File: config.mk
export PLATFORM = sky130hd
export DESIGN_NAME = lsu_mem_master
export DESIGN_NICKNAME = d
export VERILOG_FILES = /design/src/rtl/lsu_mem_master.sv
export SDC_FILE = /design/constraint.sdc
export NUM_CORES = 1
export LEC_CHECK = 0
export BUFFER_PORTS_ARGS = -buffer_cell sky130_fd_sc_hd__buf_2
export CAP_MARGIN = 20
export CORE_UTILIZATION = 50
export CTS_CLUSTER_DIAMETER = 150
export DETAILED_ROUTE_END_ITERATION = 8
export PLACE_DENSITY = 0.89
export SLEW_MARGIN = 20
export SYNTH_ARGS = -nofsm -noshare
export SYNTH_HDL_FRONTEND = slang
export SYNTH_SLANG_ARGS = --single-unit
File: constraint.sdc
create_clock -name clk_i -period 1.7 [get_ports clk_i]
set_input_delay 0.34 -clock clk_i [delete_from_list [all_inputs] [get_ports clk_i]]
set_output_delay 0.34 -clock clk_i [all_outputs]
set_load 0.02 [all_outputs]
File: src/rtl/lsu_mem_master.sv
// Load/store bus initiator: byte/half/word requests become lane-enabled word beats, split across words when needed.
// Latency 2 cycles aligned, 3 split, +1 per beat for RD_LAT=1 loads; ready only in IDLE, response has no backpressure.
module lsu_mem_master #(
    parameter int ADDR_W   = 13,
    parameter int RD_LAT   = 0,
    parameter int SPLIT_EN = 1
) (
    input  logic              clk_i,
    input  logic              rst_i,
    input  logic              req_valid_i,
    output logic              req_ready_o,
    input  logic              req_write_i,
    input  logic [1:0]        req_size_i,
    input  logic              req_unsigned_i,
    input  logic [ADDR_W-1:0] req_addr_i,
    input  logic [31:0]       req_wdata_i,
    output logic              rsp_valid_o,
    output logic [31:0]       rsp_rdata_o,
    output logic              rsp_err_o,
    output logic              mem_write_o,
    output logic [3:0]        mem_be_sel_o,
    output logic [ADDR_W-1:0] mem_addr_o,
    output logic [31:0]       mem_data_o,
    input  logic [31:0]       mem_data_i
);
    typedef enum logic [2:0] {IDLE, BEAT0, WAIT0, BEAT1, WAIT1, RESP} state_t;

    state_t              state_q;
    logic                write_q, uns_q, err_q;
    logic [1:0]          size_q, off_q;
    logic [6:0]          mask_q;
    logic [63:0]         wide_q;
    logic [31:0]         b0_q, b1_q;
    logic                mem_write_q;
    logic [3:0]          mem_be_q;
    logic [ADDR_W-1:0]   mem_addr_q;
    logic [31:0]         mem_data_q;
    logic                rsp_valid_q, rsp_err_q;
    logic [31:0]         rsp_rdata_q;

    logic [3:0]          size_mask_d;
    logic [6:0]          mask_d;
    logic [63:0]         wide_d;
    logic                err_d, load_wait_d, adv0_d, adv1_d;
    logic [31:0]         shifted_d, rdata_d;

    always_comb begin
        size_mask_d = 4'b0000;
        case (req_size_i)
            2'b00:   size_mask_d = 4'b0001;
            2'b01:   size_mask_d = 4'b0011;
            2'b10:   size_mask_d = 4'b1111;
            default: size_mask_d = 4'b0000;
        endcase
    end

    // Lanes above bit 3 belong to the next word; their presence is what forces a second beat.
    assign mask_d      = {3'b000, size_mask_d} << req_addr_i[1:0];
    assign wide_d      = {32'h0, req_wdata_i} << {req_addr_i[1:0], 3'b000};
    assign err_d       = (req_size_i == 2'b11) || (SPLIT_EN == 0 && mask_d[6:4] != 3'b000);
    assign load_wait_d = !write_q && (RD_LAT != 0);
    assign adv0_d      = (state_q == BEAT0 && !load_wait_d) || state_q == WAIT0;
    assign adv1_d      = (state_q == BEAT1 && !load_wait_d) || state_q == WAIT1;
    assign shifted_d   = 32'({b1_q, b0_q} >> {off_q, 3'b000});

    always_comb begin
        rdata_d = 32'h0;
        case (size_q)
            2'b00:   rdata_d = {{24{~uns_q & shifted_d[7]}}, shifted_d[7:0]};
            2'b01:   rdata_d = {{16{~uns_q & shifted_d[15]}}, shifted_d[15:0]};
            2'b10:   rdata_d = shifted_d;
            default: rdata_d = 32'h0;
        endcase
    end

    always_ff @(posedge clk_i) begin
        if (rst_i) begin
            state_q     <= IDLE;
            write_q     <= 1'b0;
            uns_q       <= 1'b0;
            err_q       <= 1'b0;
            size_q      <= 2'b00;
            off_q       <= 2'b00;
            mask_q      <= 7'h0;
            wide_q      <= 64'h0;
            b0_q        <= 32'h0;
            b1_q        <= 32'h0;
            mem_write_q <= 1'b0;
            mem_be_q    <= 4'h0;
            mem_addr_q  <= '0;
            mem_data_q  <= 32'h0;
            rsp_valid_q <= 1'b0;
            rsp_err_q   <= 1'b0;
            rsp_rdata_q <= 32'h0;
        end else begin
            rsp_valid_q <= 1'b0;
            rsp_err_q   <= 1'b0;
            rsp_rdata_q <= 32'h0;
            case (state_q)
                IDLE: begin
                    if (req_valid_i) begin
                        write_q <= req_write_i;
                        uns_q   <= req_unsigned_i;
                        size_q  <= req_size_i;
                        off_q   <= req_addr_i[1:0];
                        mask_q  <= mask_d;
                        wide_q  <= wide_d;
                        err_q   <= err_d;
                        if (err_d) begin
                            state_q <= RESP;
                        end else begin
                            state_q     <= BEAT0;
                            mem_addr_q  <= {req_addr_i[ADDR_W-1:2], 2'b00};
                            mem_be_q    <= mask_d[3:0];
                            mem_data_q  <= wide_d[31:0];
                            mem_write_q <= req_write_i;
                        end
                    end
                end
                BEAT0, WAIT0: begin
                    if (adv0_d) begin
                        b0_q <= mem_data_i;
                        if (mask_q[6:4] != 3'b000) begin
                            state_q     <= BEAT1;
                            mem_addr_q  <= mem_addr_q + ADDR_W'(4);
                            mem_be_q    <= {1'b0, mask_q[6:4]};
                            mem_data_q  <= wide_q[63:32];
                            mem_write_q <= write_q;
                        end else begin
                            state_q     <= RESP;
                            mem_be_q    <= 4'h0;
                            mem_write_q <= 1'b0;
                        end
                    end else begin
                        state_q     <= WAIT0;
                        mem_write_q <= 1'b0;
                    end
                end
                BEAT1, WAIT1: begin
                    if (adv1_d) begin
                        b1_q        <= mem_data_i;
                        state_q     <= RESP;
                        mem_be_q    <= 4'h0;
                        mem_write_q <= 1'b0;
                    end else begin
                        state_q     <= WAIT1;
                        mem_write_q <= 1'b0;
                    end
                end
                RESP: begin
                    rsp_valid_q <= 1'b1;
                    rsp_err_q   <= err_q;
                    rsp_rdata_q <= (err_q || write_q) ? 32'h0 : rdata_d;
                    state_q     <= IDLE;
                end
                default: state_q <= IDLE;
            endcase
        end
    end

    assign req_ready_o  = (state_q == IDLE);
    assign rsp_valid_o  = rsp_valid_q;
    assign rsp_err_o    = rsp_err_q;
    assign rsp_rdata_o  = rsp_rdata_q;
    assign mem_write_o  = mem_write_q & ~rst_i;
    assign mem_be_sel_o = mem_be_q;
    assign mem_addr_o   = mem_addr_q;
    assign mem_data_o   = mem_data_q;
endmodule

After elaboration in Yosys (flattened, before gate mapping)
Cells that the tools add are included.
{ "op_classes": {"n_addsub": 1, "n_eq_ne": 15, "shifts": 3, "mux": 30, "bitwise_logic": 6, "n_reduce_logical": 19} }
{ "op_table": {"columns": ["cell", "n"], "rows": [
  ["$mux 32", 4],
  ["$pmux 32 s3", 1],
  ["$pmux 32 s2", 1],
  ["$shl 32x5->64", 1],
  ["$shr 64x5->32", 1],
  ["$mux 13", 4],
  ["$pmux 13 s2", 1],
  ["$pmux 4 s3", 2],
  ["$mux 4", 4],
  ["$mux 3", 5],
  ["$add 13x3->13 const B", 1],
  ["$ne 2x2->1 const B", 5],
  ["$reduce_and 5->1", 2],
  ["$pmux 3 s3", 1],
  ["$shl 4x2->7", 1],
  ["$eq 2x2->1 const B", 3],
  ["$eq 3x2->1 const B", 2],
  ["$eq 3x3->1 const B", 2],
  ["$mux 1", 6],
  ["$reduce_and 2->1", 3],
  ["$reduce_bool 3->1", 2],
  ["$reduce_or 2->1", 3],
  ["$eq 2x1->1 const B", 2],
  ["$logic_not 2->1", 2],
  ["other kinds (9)", 15]
]} }
{ "word_totals": {"ff_bits": 229, "input_bits": 84, "output_inout_bits": 85, "elab_cells": 91} }

Depth between registers and ports, before layout
{ "logic_depth": {"word_depth": 6, "depth_mapped": 8, "mapped_depth_nobuf": 6} }

Worst setup path after synthesis
Ideal clock, no wire load.
{ "synth_timing": {"path_kind": "reg2reg", "startpoint": "register state_q[0]", "endpoint": "register wide_q[36]", "setup_time_ns": 0.134, "t_arrival_ns": 1.554, "required_ns": 1.566, "slack_ns": 0.011, "path_stages_with_launch": 7, "n_path_buf": 2, "synth_period_minus_slack_ns": 1.689, "path_cell_list": "dfxtp_1 -> buf_6 -> nor3_2 -> nand2_1 -> clkbuf_1 -> a221oi_1 -> nor3_1"} }
{ "synth_via": {"elab_chain_cells": 2} }
{ "synth_lines": {"columns": ["element", "line_no", "text"], "rows": [
  ["start, declared", "28", "state_t state_q;"],
  ["start signal, assigned", "78", "state_q <= IDLE;"],
  ["start signal, assigned", "110", "state_q <= RESP;"],
  ["start signal, assigned", "112", "state_q <= BEAT0;"],
  ["$logic_not 3->1", null, null],
  ["named net req_ready_o", "11", "output logic req_ready_o,"],
  ["$reduce_and 2->1 (no line)", null, null],
  ["end signal, assigned", "107", "wide_q <= wide_d;"],
  ["end, declared", "32", "logic [63:0] wide_q;"]
]} }
The timed path passes the listed nets, and every way through them passes these cells.
A chain may end at the register's enable or synchronous reset.

Worst setup path after layout
{ "layout_timing": {"startpoint": "register state_q[0]", "endpoint": "register b1_q[14]"} }
{ "layout_via": {"elab_chain_cells": 3, "elab_cells_between_ends": 5, "cone_classes": "eq/ne: 2; reduce/logical: 3"} }
{ "layout_lines": {"columns": ["element", "line_no", "text"], "rows": [
  ["$eq 3x2->1 or $eq 3x3->1 (tied branches)", "63, 99", null],
  ["$reduce_or 2->1 or $logic_or 1x1->1 (tied branches)", "99, 63", null],
  ["$reduce_and 2->1 (no line) (*)", null, null],
  ["end signal, assigned", "141", "b1_q <= mem_data_i;"],
  ["end, declared", "33", "logic [31:0] b0_q, b1_q;"]
]} }
Every way passes the cells marked *; elsewhere a longest branch is shown, timed or not.

==> results.py <==
metrics = {
    "worst_setup_path": {
        "rr_endpoint": "b1_q[14]$_SDFFE_PP0P_",
        "critPathCapture": "b1_q[14]$_SDFFE_PP0P_",
        "rr_startpoint": "state_q[0]$_SDFFE_PP0P_",
        "crit_type": "flip-flop to flip-flop",
        "crit_required_ps": 2020,
        "reg2reg_depth": 6,
        "crit_fanout": 12,
        "setup.worst_path.start": "state_q[0]$_SDFFE_PP0P_",
        "regToRegSetupSlack_ps": -20,
        "startpoint_type": "flip-flop",
        "crit_arrival_ps": 2040,
        "end_kind": "flip-flop",
    },
    "route": {
        "routed_wl_mm": 27.2,
        "drt-wirelength-per-cell_um": 20.2,
        "drt_iter0_drc": 1137,
        "viasPerCell": 6.17,
        "drt-pass1-iter-count": 6,
        "drc": 0,
        "vias": 8292,
        "detail-route-antenna-nets": 0,
    },
    "cells_and_area": {
        "drive_gt1_share_pct": 33.7,
        "nFillCells": 1152,
        "multi_input_area_um2": 4490,
        "layout_common_cells": "169 x dfxtp_1, 164 x buf_2, 151 x nand2_1",
        "utilization_pct": 66.6,
        "diodes": 0,
        "fin_cells": 1345,
        "seqCellArea_um2": 3520,
        "nNetsFinal": 1203,
        "mostFrequentLayoutCell": "dfxtp_1",
        "stdcell_area_um2": 10700,
        "syn_to_final_growth_pct": 28.1,
    },
    "sta": {
        "relSlewSlack_pct": 41.0,
        "fin_ws_ps": -20.4,
        "layout_worst_path_cycle_share_pct": 101,
        "hold_viol": 0,
        "slew_viol_final": 0,
        "max_freq_ghz": 0.581,
        "fin_hold_ws_ps": 128,
        "rsz0062_at_grt": "yes",
        "fin_skew_ps": 8.46,
        "worst_pin_slew_ps": 882,
        "period_needed_ps": 1720,
        "report.final.setup_viol": 4,
    },
    "pwr": {
        "peakVddDrop_mv": 0.894,
        "power_density_nw_per_um2": 1130,
        "power_mw": 12.1,
        "power.leakage_nw": 4.31,
    },
    "clock_network": {
        "cts_buffers": 17,
        "clkSinkCount": 175,
        "cts-root-buf": "clkbuf_16",
        "h-tree-depth": 4,
        "clk_pin_slew_ps": 70,
        "cts_buffer_depth": 2,
        "cts_tree": "built",
        "postCtsHoldBufs": 0,
        "clkLatencyLatePin_ps": 440,
    },
    "status": {
        "status": "complete, but fails checks",
        "violations": "negative setup slack",
    },
    "placement": {
        "hpwl_mm": 18.3,
        "place_area_um2": 9860,
        "portBuffers": 166,
        "dpl.cell_count": 1306,
        "place.gp.congestion": 0.916,
    },
    "die": {
        "dieArea_um2": 17300,
        "num_rows": 46,
        "core-area_um2": 16100,
        "die_h_um": 131,
        "fp.dieW_um": 131,
        "io_pins": 169,
        "initial_core_util_pct": 51.9,
    },
    "synthesis": {
        "yosysSeqAreaShare_pct": 41.8,
        "synth_edf_count": 0,
        "synth_cell_types": 64,
        "ys.flop_type": "dfxtp_1",
        "synthTopCellsByArea": "dfxtp_1 42%, mux4_2 7.5%, nand2_1 6.9%",
        "ys_ff_latch": 175,
        "synth.avg_cell_area_um2": 9.06,
        "ys_warn_count": 0,
        "synth_largest_area_cell": "dfxtp_1",
        "synthesis.area_um2": 8370,
        "yosys.area.top_type_share_pct": 41.8,
        "async_flop_share_pct": 0,
        "synthCells": 924,
    },
    "flow_run": {
        "drv_cap": 0,
    },
    "grt": {
        "grt_pass1_wl_mm": 41.0,
        "grt_usage_pct": 29.9,
        "grt_max_degree": 91,
        "grt_pass1_vias": 7587,
        "grt_overflow_total": 0,
        "antenna_found_initial": 1,
    },
    "min_path": {
        "hp-class": "input port to flip-flop",
    },
}
[flip-flops by register name, summed over array words and instances (netlist names)]
register and cells:
write_q 1, wide_q 24, mem_addr_o 11, rsp_rdata_o 32, state_q 3, mask_q 3
rsp_valid_o 1, mem_write_q 1, b1_q 24, off_q 2, rsp_err_o 1, b0_q 32
err_q 1, mem_be_sel_o 4, mem_data_o 32, uns_q 1, size_q 2
[cell usage after synthesis (6+ instances only)]
cell,count
a22o_1,8
buf_4,9
mux2i_1,45
o221ai_1,8
mux2_2,19
o21ai_1,8
nor2_1,41
or3_1,12
o211ai_1,9
dfxtp_1,175
a221oi_1,17
nor3_1,18
nand3_1,29
nor2b_1,6
and3_1,8
nand2_1,153
inv_1,13
clkbuf_1,35
and2_1,6
o31ai_1,9
a21oi_1,111
nand4_1,7
a311oi_1,8
buf_2,37
o21ai_0,17
nand3b_1,9
o22ai_1,8
mux4_2,28
a211oi_1,6
buf_6,7
[worst min path at each step]
stage	start	endpoint	cells after the start
2_1_floorplan	wide_q[48]$_SDFFE_PP0P_	wide_q[48]$_SDFFE_PP0P_	2
3_3_place_gp	wide_q[51]$_SDFFE_PP0P_	wide_q[51]$_SDFFE_PP0P_	2
3_5_place_dp	wide_q[44]$_SDFFE_PP0P_	wide_q[44]$_SDFFE_PP0P_	2
4_1_cts	mem_data_i[26]	b0_q[26]$_SDFFE_PP0P_	3
5_1_grt	mem_data_i[26]	b0_q[26]$_SDFFE_PP0P_	3
6_report	mem_data_i[26]	b0_q[26]$_SDFFE_PP0P_	3
[layer usage]
layer | GRT usage (%) | vias up | share of wire, %
met3 | 6.17 | 81 | 9.6
met5 | 0 | - | 0.033
met2 | 46.1 | 551 | 47
li1 | - | 3730 | -
met4 | 11.2 | 2 | 3.0
met1 | 41.1 | 3928 | 40
[worst max-delay path: stages (launching register included)]
cell and delay (ps):
dfxtp_4 380, or2_4 290, buf_6 130, o21ai_4 270, clkbuf_16 260, mux2i_1 220, nor2_1 50
[layout make-up]
type | instances | share of cell area (%)
clock inverter | 15 | 1.56
sequential | 175 | 32.8
timing repair buffer | 260 | 16.8
inverter | 15 | 0.525
tap | 216 | 2.52
multi-input combinational | 647 | 41.9
clock buffer | 17 | 3.97
[logic make-up after synthesis]
| family | after synthesis | share of synthesized area [%] |
|---|---|---|
| other | 1 | 0.0448 |
| AO/OA/AOI/OAI | 237 | 18.1 |
| multiplexers | 92 | 15.5 |
| adder cells (fa/ha/maj) | 3 | 0.448 |
| buffers and inverters | 103 | 6.20 |
| flip-flops | 175 | 41.8 |
| XOR/XNOR | 4 | 0.598 |
| AND/OR/NAND/NOR | 309 | 17.3 |
[power by group]
part           internal [mW]  switching, mW
clock network           1.97           1.93
logic                   1.43           1.93
registers               4.48          0.325
[through the flow]
step	TNS [ps]	worst slack, ps
3_5_place_dp	-3630	-159
4_1_cts	-11.7	-11.7
5_1_grt	-945	-81.6
2_1_floorplan	0	11.2
6_report	-54.4	-20.4
3_3_place_gp	-1890	-112
[timing repair]
item / in CTS / in global routing
pin swaps: 1 / 1
setup endpoints to repair: 14 / 85
cloned: 0 / 3
buffers inserted: 2 / 3
resized for setup: 8 / 33
No activity file was read; power rests on OpenSTA's default activity.
